`src/rtl/div_iter_unit.sv`:
```
// Iterative 32-bit restoring divider for DIV/DIVU: one quotient bit per cycle,
// then a separate sign-fix cycle, so every operation takes the same fixed latency.
module div_iter_unit (
   input  logic        clk,
   input  logic        reset,
   input  logic        flush,
   input  logic [1:0]  div_op,
   input  logic [31:0] dividend,
   input  logic [31:0] divisor,
   input  logic        div_in_valid,
   output logic        div_in_ready,
   output logic [63:0] div_result,
   output logic        div_out_valid,
   input  logic        div_out_ready
);

   typedef enum logic [1:0] {ST_IDLE, ST_BUSY, ST_DONE} state_t;

   state_t      state_q, state_d;
   logic [5:0]  cnt_q, cnt_d;
   logic [31:0] dvd_q, dvd_d;
   logic [31:0] dvs_q, dvs_d;
   logic [31:0] rem_q, rem_d;
   logic [31:0] quo_q, quo_d;
   logic        q_sign_q, q_sign_d;
   logic        r_sign_q, r_sign_d;
   logic [63:0] result_q, result_d;

   logic        is_signed;
   logic [31:0] abs_dvd, abs_dvs;
   logic [32:0] rem_shift, diff;
   logic [31:0] q_fix, r_fix;

   always_comb begin
      // NOTE: combinational logic uses blocking '=' and assigns every output a default first, so no latch can be inferred.
      state_d  = state_q;
      cnt_d    = cnt_q;
      dvd_d    = dvd_q;
      dvs_d    = dvs_q;
      rem_d    = rem_q;
      quo_d    = quo_q;
      q_sign_d = q_sign_q;
      r_sign_d = r_sign_q;
      result_d = result_q;

      is_signed = div_op[0];
      abs_dvd   = (is_signed && dividend[31]) ? -dividend : dividend;
      abs_dvs   = (is_signed && divisor[31])  ? -divisor  : divisor;

      // rem_shift < 2*divisor, so the 33-bit difference never wraps and bit 32 is its sign.
      rem_shift = {rem_q, dvd_q[31]};
      diff      = rem_shift - {1'b0, dvs_q};
      q_fix     = q_sign_q ? -quo_q : quo_q;
      r_fix     = r_sign_q ? -rem_q : rem_q;

      if (flush) begin
         state_d = ST_IDLE;
      end else begin
         case (state_q)
            ST_IDLE: begin
               if (div_in_valid) begin
                  dvd_d    = abs_dvd;
                  dvs_d    = abs_dvs;
                  rem_d    = '0;
                  quo_d    = '0;
                  cnt_d    = '0;
                  q_sign_d = is_signed & (dividend[31] ^ divisor[31]);
                  r_sign_d = is_signed & dividend[31];
                  state_d  = ST_BUSY;
               end
            end
            ST_BUSY: begin
               // Counts 0..31 are the 32 radix-2 steps; count 32 applies the sign fix and latches.
               if (cnt_q == 6'd32) begin
                  result_d = {r_fix, q_fix};
                  state_d  = ST_DONE;
               end else begin
                  dvd_d = {dvd_q[30:0], 1'b0};
                  if (!diff[32]) begin
                     rem_d = diff[31:0];
                     quo_d = {quo_q[30:0], 1'b1};
                  end else begin
                     rem_d = rem_shift[31:0];
                     quo_d = {quo_q[30:0], 1'b0};
                  end
                  cnt_d = cnt_q + 6'd1;
               end
            end
            ST_DONE: begin
               if (div_out_ready) state_d = ST_IDLE;
            end
            default: state_d = ST_IDLE;
         endcase
      end
   end

   // NOTE: flops use non-blocking '<='; only control state and the visible result are reset, datapath registers are reloaded on every accept.
   always_ff @(posedge clk) begin
      if (reset) begin
         state_q  <= ST_IDLE;
         cnt_q    <= '0;
         result_q <= '0;
         q_sign_q <= 1'b0;
         r_sign_q <= 1'b0;
      end else begin
         state_q  <= state_d;
         cnt_q    <= cnt_d;
         result_q <= result_d;
         q_sign_q <= q_sign_d;
         r_sign_q <= r_sign_d;
      end
   end

   always_ff @(posedge clk) begin
      dvd_q <= dvd_d;
      dvs_q <= dvs_d;
      rem_q <= rem_d;
      quo_q <= quo_d;
   end

   assign div_in_ready  = (state_q == ST_IDLE);
   assign div_out_valid = (state_q == ST_DONE);
   assign div_result    = result_q;

endmodule
```
`config.mk`:
```
export PLATFORM = sky130hd
export DESIGN_NAME = div_iter_unit
export DESIGN_NICKNAME = d
export VERILOG_FILES = /design/src/rtl/div_iter_unit.sv
export SDC_FILE = /design/constraint.sdc
export NUM_CORES = 1
export LEC_CHECK = 0
export CAP_MARGIN = 20
export CORE_AREA = 2 2 144 146
export CTS_BUF_LIST = sky130_fd_sc_hd__clkbuf_16
export DETAILED_ROUTE_END_ITERATION = 10
export DIE_AREA = 0 0 146 148
export GPL_TIMING_DRIVEN = 0
export HOLD_SLACK_MARGIN = 0.1
export PLACE_DENSITY = 0.87
export SKIP_CTS_REPAIR_TIMING = 1
export SYNTH_ARGS = -nofsm -noshare
export SYNTH_HDL_FRONTEND = slang
export SYNTH_SLANG_ARGS = --single-unit
export TNS_END_PERCENT = 1
```
`constraint.sdc`:
```
create_clock -name clk -period 33.2 [get_ports clk]
set_input_delay 4.98 -clock clk [delete_from_list [all_inputs] [get_ports clk]]
set_output_delay 4.98 -clock clk [all_outputs]
set_load 0.005 [all_outputs]
```
==> results of run 1 <==
## metrics by stage
step | utilization | setup slack (ns) | cell area (µm²)
2_1_floorplan | - | 17.04 | 12000
3_3_place_gp | 0.680 | 12.85 | 13600
3_5_place_dp | 0.686 | 24.91 | 13700
4_1_cts | 0.723 | 25.45 | 14500
5_1_grt | 0.723 | 25.26 | 14500
6_report | 0.723 | 25.38 | 14500
## critical path: stages
cell             delay (ns)
clkdlybuf4s50_1        0.52
inv_1                  0.14
ha_1                   0.19
or4b_2                 0.66
nor2_1                 0.28
nand3_1                0.19
o41ai_4                0.39
o21ai_0                0.24
a21oi_1                0.20
xor2_1                 0.18
a21oi_1                0.09
## metal layers
metal  up-vias  global-route usage  wire (µm)
met5         -                   0          0
met4         0              0.0874        968
met3        67              0.0401       2470
met2       477               0.459      14000
met1      4947               0.366      12700
li1       5073                   -          -
## cells in the final DEF, fill, tap and decap left out, drive strengths merged, types with 14 or more instances in the layout
master and count:
buf 23, nand3 25, and3 14, nand2b 14
o41ai 19, xnor2 57, or4 16, inv 65
o21ai 107, clkbuf 82, clkdlybuf4s50 133, dfxtp 74
and2 33, nor2 121, ha 38, a21oi 120
nor3 18, xor2 80, a211oi 58, o31ai 20
edfxtp 128, nand2 111, or3 16, a21o 15
## synth_stat cells, types with 12 or more instances
cell and n:
a21oi_1 120, ha_1 38, a211oi_1 58, nand3_1 25, o21ai_0 103, nor3_1 17, nand2b_1 14, nand4_1 13
or4_1 14, dfxtp_1 74, xor2_1 80, nor2_1 121, and2_1 33, inv_1 60, edfxtp_1 128, o31ai_1 19
nand2_1 111, nor4_1 12, o41ai_1 17, or3_1 14, a21o_1 15, clkbuf_1 57, and3_1 13, xnor2_1 57
## kinds of logic (layout without fill, tap and decap cells)
group / Yosys count / in the layout / synth area share
XOR/XNOR: 137 / 137 / 0.100
AND/OR/NAND/NOR: 413 / 413 / 0.170
adder cells (fa/ha/maj): 39 / 39 / 0.0414
multiplexers: 4 / 4 / 0.00345
AO/OA/AOI/OAI: 379 / 379 / 0.198
flip-flops: 202 / 202 / 0.445
buffers and inverters: 128 / 314 / 0.0413
## cell type report
class	count	share of cell area
repair buffers	146	0.0986
well taps	270	0.0233
flip-flops and latches	202	0.368
clock inverters	15	0.00795
inverters	61	0.0158
multi-input cells	972	0.425
plain buffers	67	0.0183
clock buffers	25	0.0432
## state kept, by name, indices dropped and copies added, names as in the netlist
signal	count
cnt_q	6
div_result	64
dvd_q	32
dvs_q	32
q_sign_q	1
quo_q	32
r_sign_q	1
rem_q	32
state_q	2
## power by group
| group | internal, W | switching (W) |
|---|---|---|
| logic | 0.0000397 | 0.0000559 |
| registers | 0.000279 | 0.00000845 |
| clock network | 0.000144 | 0.000103 |
## worst max-delay path by stage
stage / from / endpoint / cells past startpoint
5_1_grt: dividend[1] / dvd_q[30] / 11
4_1_cts: dividend[0] / dvd_q[30] / 11
3_3_place_gp: div_in_valid / cnt_q[5] / 7
2_1_floorplan: flush / cnt_q[5] / 6
3_5_place_dp: dividend[0] / dvd_q[30] / 11
6_report: dividend[0] / dvd_q[30] / 11
==> metrics.csv, run 1 <==
stage,metric,value,unit
status,status,"complete, no violations",
global_routing,vias in the first global route,9974,
clock_network,latest clock arrival within the worst-skew pair,0.52,ns
synthesis,Synth Cell Area,12000,µm²
final_layout,multi-input logic area,6160,µm²
sta,Hold Worst Slack,0.454,ns
power_and_ir_drop,Power Dens Cells,43.5,nW/µm²
worst_hold_path,worst hold start,div_result[53],
worst_setup_path,r2r endpoint,rem_q[16],
final_layout,Ant. Diodes,0,
sta,Max Clock Skew,0.00777,ns
floorplan,die height,148,µm
power_and_ir_drop,maximum vdd drop,0.0298,mV
route,ANT nets after route,0,
synthesis,"EDFF count, synth",128,
floorplan,die width,146,µm
route,vias after detailed routing,10564,
place,Buffers on Ports,133,
global_routing,largest net degree at the start of global routing,36,
route,drt total wl,30.1,mm
route,WL/cell,17.1,µm
synthesis,Mapped Cells,1302,
sta,setup TNS,0,ns
worst_hold_path,Hold Crit Class,reg -> reg,
synthesis,synth warn,0,
floorplan,Die Area,21600,µm²
route,Initial DRC Count,1173,
synthesis,Post-synth top flop,edfxtp_1,
clock_network,H-tree levels,1,
clock_network,root buffer cell,clkbuf_16,
global_routing,first-pass GRT wire length,48.6,mm
place,GPL Wtd Cong,0.940,
global_routing,GRT Total Usage,0.272,
sta,Final Hold Vio Count,0,
final_layout,area grow syn2layout,21.1,%
worst_setup_path,CP Data Arrival Time,8.06,ns
route,First-pass DRT Iterations,6,
synthesis,syn nets,1412,
synthesis,leading area contributor after synthesis,edfxtp_1,
clock_network,TritonCTS clock tree,yes,
final_layout,register area,5330,µm²
route,drt via density,6.01,
synthesis,Yosys cell types,70,
worst_setup_path,r2r startpoint,rem_q[0],
sta,Slew headroom,0.349,
final_layout,Fillers,1517,
sta,Final period util,0.236,
worst_setup_path,flop2flop setup slack,29.66,ns
clock_network,CTS Buffer Depth,3,
worst_setup_path,CP Capture Type,register,
flow_run,MaxCap Viol Count,0,
final_layout,share of cells above drive strength 1,0.0524,
worst_setup_path,"Max FO, Critical Path",5,
sta,RSZ-0062 raised after global routing,false,
sta,Max Freq,128,MHz
clock_network,TritonCTS Buffers,22,
global_routing,remaining global-route overflow,0,
worst_setup_path,R2R cell count,11,
place,DP HPWL,23.0,mm
clock_network,clk sink count,202,
clock_network,clock-pin slew on the worst setup and hold paths,0.06,ns
floorplan,I/O pins,137,
worst_hold_path,Hold Path Depth,2,
synthesis,"FFs w/ async S/R, synth",0,
floorplan,core area,20000,µm²
worst_setup_path,startpoint types,primary input,
sta,Tightest Pin Transition,0.975,ns
synthesis,Synth Register Bits,202,
worst_setup_path,"Req. time, crit path",33.44,ns
synthesis,sequential fraction of the synthesis area,0.445,
power_and_ir_drop,Pleak,5.09,nW
route,# DRC,0,
floorplan,num rows,52,
global_routing,initial antenna violation count,0,
final_layout,Final nets,1582,
place,placed insts,1718,
final_layout,final std cells w/o fill,1758,
sta,Slew Limit Fails,0,
worst_setup_path,CP Class,in -> reg,
worst_hold_path,Worst Hold Path EP,div_result[53],
sta,Final Critical Period,7.82,ns
synthesis,top post-synthesis cells by area,"edfxtp_1, dfxtp_1, xor2_1, a21oi_1, o21ai_0",
synthesis,top-area cell type share of the netlist area,0.321,
sta,final setup violation count,0,
synthesis,Synth Area per Inst,9.19,µm²
floorplan,Initial Util,0.597,
power_and_ir_drop,total power,0.000630,W
(Power assumes the default switching activity.)
==> inputs of run 2 (changes only) <==
--- a/config.mk
+++ b/config.mk
@@ -6,13 +6,13 @@
 export NUM_CORES = 1
 export LEC_CHECK = 0
 export CAP_MARGIN = 20
-export CORE_AREA = 2 2 144 146
+export CORE_AREA = 2 2 155 157
 export CTS_BUF_LIST = sky130_fd_sc_hd__clkbuf_16
 export DETAILED_ROUTE_END_ITERATION = 10
-export DIE_AREA = 0 0 146 148
+export DIE_AREA = 0 0 157 159
 export GPL_TIMING_DRIVEN = 0
 export HOLD_SLACK_MARGIN = 0.1
-export PLACE_DENSITY = 0.87
+export PLACE_DENSITY = 0.8
 export SKIP_CTS_REPAIR_TIMING = 1
 export SYNTH_ARGS = -nofsm -noshare
 export SYNTH_HDL_FRONTEND = slang
==> constraint.sdc (replaced) <==
create_clock -name clk -period 6.5 [get_ports clk]
set_input_delay 0.975 -clock clk [delete_from_list [all_inputs] [get_ports clk]]
set_output_delay 0.975 -clock clk [all_outputs]
set_load 0.005 [all_outputs]
==> metrics.csv, run 2 (synthesized netlist as in run 1, its figures left out) <==
stage,metric,value,unit,change
sta,Slew headroom,0.414,,+0.0653
final_layout,"most common cell after layout, fill and taps aside",clkdlybuf4s50_1,,
global_routing,vias in the first global route,9718,,-2.6%
final_layout,most frequent cells in the layout,"clkdlybuf4s50_1, edfxtp_1, nor2_1, a21oi_1, nand2_1",,
floorplan,core area,23200,µm²,+16%
worst_setup_path,CP Capture Type,register,,
global_routing,largest net degree at the start of global routing,35,,-2.8%
power_and_ir_drop,sw frac,0.261,,-0.00491
sta,setup TNS,0,ns,unchanged
power_and_ir_drop,Combinational Power Share,0.154,,+0.002
sta,Final Hold Vio Count,0,,unchanged
global_routing,initial antenna violation count,0,,unchanged
power_and_ir_drop,Flop pwr share,0.463,,+0.007
route,ANT nets after route,0,,unchanged
worst_hold_path,Hold Crit Class,reg -> reg,,
final_layout,share of cells above drive strength 1,0.0452,,-0.00724
clock_network,latest clock arrival within the worst-skew pair,0.50,ns,-0.02 ns
place,GPL Wtd Cong,0.895,,-4.9%
clock_network,CTS Buffer Depth,3,,unchanged
route,vias after detailed routing,10290,,-2.6%
power_and_ir_drop,Power Dens Cells,218,nW/µm²,+400%
worst_setup_path,Critical Path Max Stage Delay,0.66,ns,about the same
floorplan,I/O pins,137,,unchanged
clock_network,clk sink count,202,,unchanged
worst_setup_path,crit-path cells,clkdlybuf4s50_1 > inv_1 > ha_1 > or4b_2 > nor2_1 > nand3_1 > o41ai_4 > o21ai_0 > a21oi_1 > xor2_1 > a21oi_1,,
final_layout,Largest register FFs,64,,unchanged
worst_setup_path,slowest CP cell,or4b_2,,
power_and_ir_drop,Pleak,5.08,nW,about the same
sta,Slew Limit Fails,0,,unchanged
floorplan,die width,157,µm,+7.5%
worst_setup_path,"Req. time, crit path",6.72,ns,-26.72 ns
route,WL/cell,16.5,µm,-3.4%
sta,RSZ-0062 raised after global routing,false,,
final_layout,Final nets,1577,,-0.32%
floorplan,die height,159,µm,+7.4%
sta,Tightest Pin Transition,0.857,ns,-0.118 ns
status,status,"complete, no violations",,
floorplan,Die Area,25000,µm²,+16%
worst_setup_path,Worst path most repeated cell,a21oi_1,,
power_and_ir_drop,maximum vdd drop,0.165,mV,+450%
floorplan,Initial Util,0.516,,-0.0812
final_layout,Ant. Diodes,0,,unchanged
worst_setup_path,"Max FO, Critical Path",5,,unchanged
clock_network,TritonCTS clock tree,yes,,
final_layout,Fillers,1886,,+24%
sta,Hold Worst Slack,0.453,ns,-0.00112 ns
sta,Max Freq,265,MHz,
global_routing,first-pass GRT wire length,48.7,mm,about the same
place,dpl cell area,13800,µm²,+0.57%
worst_setup_path,startpoint types,primary input,,
sta,Final period util,0.580,,
route,# DRC,0,,unchanged
power_and_ir_drop,Int Power,0.00234,W,+410%
global_routing,remaining global-route overflow,0,,unchanged
place,placed insts,1762,,+2.6%
final_layout,area grow syn2layout,21.6,%,
route,Initial DRC Count,692,,-41%
clock_network,clock-pin slew on the worst setup and hold paths,0.06,ns,about the same
worst_setup_path,CP Data Arrival Time,3.99,ns,-4.07 ns
sta,final setup violation count,0,,unchanged
route,drt total wl,29.8,mm,-0.93%
final_layout,design area,14500,µm²,+0.41%
clock_network,TritonCTS Buffers,22,,unchanged
route,First-pass DRT Iterations,6,,unchanged
power_and_ir_drop,clock share of power,0.383,,-0.009
sta,Final Critical Period,3.77,ns,
route,drt via density,5.71,,-5.0%
place,Buffers on Ports,133,,unchanged
power_and_ir_drop,total power,0.00317,W,+400%
flow_run,MaxCap Viol Count,0,,unchanged
clock_network,root buffer cell,clkbuf_16,,
worst_setup_path,CP Class,in -> reg,,
power_and_ir_drop,Psw,0.000827,W,+390%
floorplan,num rows,56,,+7.7%
global_routing,GRT Total Usage,0.237,,-0.0357
clock_network,H-tree levels,1,,unchanged
sta,Max Clock Skew,0.0109,ns,+0.00309 ns
final_layout,final std cells w/o fill,1802,,+2.5%
place,DP HPWL,23.1,mm,+0.49%
-- run 2: cell types whose count changed in the layout (fill, tap and decap cells not counted), moves of 2 or more --
| cell | delta |
|---|---|
| buf_4 | -13 |
| buf_6 | +5 |
| inv_1 | +5 |
| buf_8 | +2 |
| clkinv_2 | -2 |
| clkinv_4 | -2 |
-- run 2: layout make-up --
cell class / count / area, µm² / area share
multi-input cells: 972 / 6170 / 0.424
flip-flops and latches: 202 / 5330 / 0.366
repair buffers: 141 / 1440 / 0.0988
clock buffers: 26 / 651 / 0.0447
well taps: 319 / 399 / 0.0274
plain buffers: 67 / 265 / 0.0182
inverters: 61 / 229 / 0.0157
clock inverters: 14 / 71.3 / 0.00490
-- run 2: layer usage --
layer,vias up,GRT usage,share of wire
li1,5068,-,-
met1,4796,0.334,0.46
met2,373,0.386,0.46
met3,53,0.0240,0.063
met4,0,0.0701,0.023
met5,-,0,0
-- run 2: stage by stage --
step	utilization	setup WS [ns]
floorplan	-	1.22
finish	0.627	2.73
detailed placement	0.596	2.26
global route	0.627	2.61
global placement	0.591	-0.422
CTS	0.627	2.77
-- run 2: power groups by stage --
stage               logic [W]  registers, W  clock network [W]
global placement     0.000462       0.00150                  0
detailed placement   0.000479       0.00149                  0
CTS                  0.000483       0.00147            0.00123
finish               0.000488       0.00147            0.00121
floorplan            0.000326       0.00148                  0
global route         0.000545       0.00147            0.00128
-- run 2: final timing paths --
path	startpoint	end	slack, ns	cells after the start
hold reg to reg	div_result[27]	div_result[27]	0.45	2
hold / removal	div_result[27]	div_result[27]	0.45	2
setup / recovery	dividend[0]	dvd_q[30]	2.73	11
setup reg to reg	rem_q[18]	rem_q[19]	2.94	12
-- run 2: worst max-delay path: cells and delay by family --
family,cells,cell delay (ns)
simple gates,3,1.09
compound gates,4,0.92
buf+inv,2,0.65
fa+ha+maj,1,0.19
xor+xnor,1,0.18
==> inputs of run 3 (changes only) <==
--- a/config.mk
+++ b/config.mk
@@ -6,13 +6,13 @@
 export NUM_CORES = 1
 export LEC_CHECK = 0
 export CAP_MARGIN = 20
-export CORE_AREA = 2 2 155 157
+export CORE_AREA = 2 2 148 150
 export CTS_BUF_LIST = sky130_fd_sc_hd__clkbuf_16
 export DETAILED_ROUTE_END_ITERATION = 10
-export DIE_AREA = 0 0 157 159
+export DIE_AREA = 0 0 150 152
 export GPL_TIMING_DRIVEN = 0
 export HOLD_SLACK_MARGIN = 0.1
-export PLACE_DENSITY = 0.8
+export PLACE_DENSITY = 0.83
 export SKIP_CTS_REPAIR_TIMING = 1
 export SYNTH_ARGS = -nofsm -noshare
 export SYNTH_HDL_FRONTEND = slang
==> constraint.sdc (replaced) <==
create_clock -name clk -period 3.62 [get_ports clk]
set_input_delay 0.543 -clock clk [delete_from_list [all_inputs] [get_ports clk]]
set_output_delay 0.543 -clock clk [all_outputs]
set_load 0.005 [all_outputs]
==> metrics.csv, run 3 (synthesized netlist as in run 1, its figures left out) <==
stage,metric,value,unit,change
status,status,"complete, no violations",,
place,Buffers on Ports,133,,unchanged
worst_setup_path,"Max FO, Critical Path",5,,unchanged
power_and_ir_drop,total power,0.00553,W,+74%
route,WL/cell,17.1,µm,+3.5%
sta,final setup violation count,0,,unchanged
final_layout,final std cells w/o fill,1761,,-2.3%
floorplan,die width,150,µm,-4.5%
power_and_ir_drop,Psw,0.00147,W,+77%
clock_network,clock-pin slew on the worst setup and hold paths,0.06,ns,about the same
worst_setup_path,Critical Path Max Stage Delay,0.66,ns,about the same
worst_setup_path,CP Class,in -> reg,,
sta,Final Critical Period,3.49,ns,
power_and_ir_drop,sw frac,0.265,,+0.00390
sta,Final Hold Vio Count,0,,unchanged
worst_setup_path,slowest CP cell,or4b_2,,
final_layout,Largest register FFs,64,,unchanged
global_routing,largest net degree at the start of global routing,36,,+2.9%
sta,Hold Worst Slack,0.432,ns,-0.0208 ns
place,GPL Wtd Cong,0.921,,+3.0%
worst_setup_path,R2R cell count,11,,-1
route,Initial DRC Count,728,,+5.2%
floorplan,die height,152,µm,-4.4%
global_routing,GRT Total Usage,0.262,,+0.0258
clock_network,TritonCTS clock tree,yes,,
sta,Slew headroom,0.339,,-0.0753
route,# DRC,0,,unchanged
clock_network,H-tree levels,1,,unchanged
final_layout,design area,14500,µm²,-0.64%
floorplan,core area,21400,µm²,-7.9%
final_layout,"most common cell after layout, fill and taps aside",clkdlybuf4s50_1,,
flow_run,MaxCap Viol Count,0,,unchanged
global_routing,vias in the first global route,9787,,+0.71%
worst_setup_path,CP Capture Type,register,,
route,ANT nets after route,0,,unchanged
power_and_ir_drop,clock share of power,0.363,,-0.020
worst_setup_path,startpoint types,primary input,,
final_layout,register area,5330,µm²,+0.12%
power_and_ir_drop,maximum vdd drop,0.309,mV,+87%
worst_hold_path,Hold Path Depth,2,,unchanged
place,dpl cell area,13800,µm²,-0.15%
power_and_ir_drop,Flop pwr share,0.477,,+0.014
floorplan,num rows,54,,-3.6%
worst_setup_path,"Req. time, crit path",3.84,ns,-2.88 ns
power_and_ir_drop,Int Power,0.00407,W,+74%
place,DP HPWL,23.2,mm,+0.61%
sta,Max Freq,286,MHz,
sta,Final period util,0.964,,
floorplan,Die Area,22800,µm²,-8.7%
power_and_ir_drop,Pleak,5.06,nW,-0.48%
final_layout,Ant. Diodes,0,,unchanged
worst_setup_path,crit-path cells,clkdlybuf4s50_1 > inv_1 > ha_1 > or4b_2 > nor2_1 > nand3_1 > o41ai_4 > o21ai_0 > a21oi_1 > xor2_1 > a21oi_1,,
sta,Max Clock Skew,0.0188,ns,+0.00798 ns
power_and_ir_drop,Power Dens Cells,383,nW/µm²,+76%
final_layout,post-route core utilization,0.677,,+0.0497
route,vias after detailed routing,10352,,+0.60%
clock_network,TritonCTS Buffers,22,,unchanged
worst_setup_path,CP Data Arrival Time,3.71,ns,-0.28 ns
power_and_ir_drop,Combinational Power Share,0.160,,+0.006
sta,Slew Limit Fails,0,,unchanged
final_layout,most frequent cells in the layout,"clkdlybuf4s50_1, edfxtp_1, a21oi_1",,
route,drt via density,5.88,,+2.9%
final_layout,area grow syn2layout,20.8,%,
route,drt total wl,30.1,mm,+1.1%
sta,Tightest Pin Transition,0.990,ns,+0.133 ns
global_routing,remaining global-route overflow,0,,unchanged
clock_network,CTS Buffer Depth,3,,unchanged
worst_hold_path,Hold Crit Class,in -> reg,,
final_layout,multi-input logic area,6200,µm²,+0.53%
floorplan,I/O pins,137,,unchanged
route,First-pass DRT Iterations,5,,-1
floorplan,Initial Util,0.560,,+0.0445
final_layout,Fillers,1699,,-9.9%
sta,RSZ-0062 raised after global routing,true,,
final_layout,share of cells above drive strength 1,0.0500,,+0.00479
final_layout,Final nets,1576,,-0.063%
clock_network,clk sink count,202,,unchanged
place,placed insts,1722,,-2.3%
global_routing,initial antenna violation count,0,,unchanged
clock_network,latest clock arrival within the worst-skew pair,0.51,ns,about the same
clock_network,root buffer cell,clkbuf_16,,
worst_setup_path,Worst path most repeated cell,a21oi_1,,
global_routing,first-pass GRT wire length,48.9,mm,+0.38%
## run 3: final timing paths
path / from / to / slack (ns)
worst max-delay path: dividend[0] / dvd_q[30] / 0.13
worst min-delay path: flush / state_q[1] / 0.43
worst max register to register: rem_q[22] / rem_q[30] / 0.15
worst min register to register: div_result[53] / div_result[53] / 0.45
## run 3: cell type report
type / count / share of cell area
Buffer: 67 / 0.0190
Clock buffer: 23 / 0.0398
Clock inverter: 16 / 0.00476
Inverter: 61 / 0.0158
Multi-Input combinational cell: 972 / 0.429
Sequential cell: 202 / 0.369
Tap cell: 280 / 0.0242
Timing Repair Buffer: 140 / 0.0984
## run 3: metal layers
metal / vias up / share of wire / GRT usage
li1: 5067 / - / -
met1: 4857 / 0.44 / 0.367
met2: 379 / 0.47 / 0.425
met3: 49 / 0.070 / 0.0351
met4: 0 / 0.023 / 0.0795
met5: - / 0 / 0
## run 3: power by group through the flow
stage / combinational (W) / clock (W) / sequential [W]
3_3_place_gp: 0.000828 / 0 / 0.00269
3_5_place_dp: 0.000863 / 0 / 0.00268
5_1_grt: 0.000978 / 0.00212 / 0.00264
4_1_cts: 0.000871 / 0.00203 / 0.00263
2_1_floorplan: 0.000588 / 0 / 0.00266
6_report: 0.000883 / 0.00201 / 0.00264
## run 3: metrics by stage
step | setup TNS [ns] | setup slack (ns)
2_1_floorplan | -73.60 | -1.23
6_report | 0 | 0.130
3_5_place_dp | -0.364 | -0.294
5_1_grt | -0.0514 | -0.0205
4_1_cts | 0 | 0.218
3_3_place_gp | -243.54 | -3.04
## run 3: worst max-delay path: cells and delay by family
family,cells,cell delay (ns)
AO/OA/AOI/OAI,4,0.96
XOR/XNOR,1,0.19
adder cells (fa/ha/maj),1,0.20
buffers and inverters,2,0.69
AND/OR/NAND/NOR,3,1.12
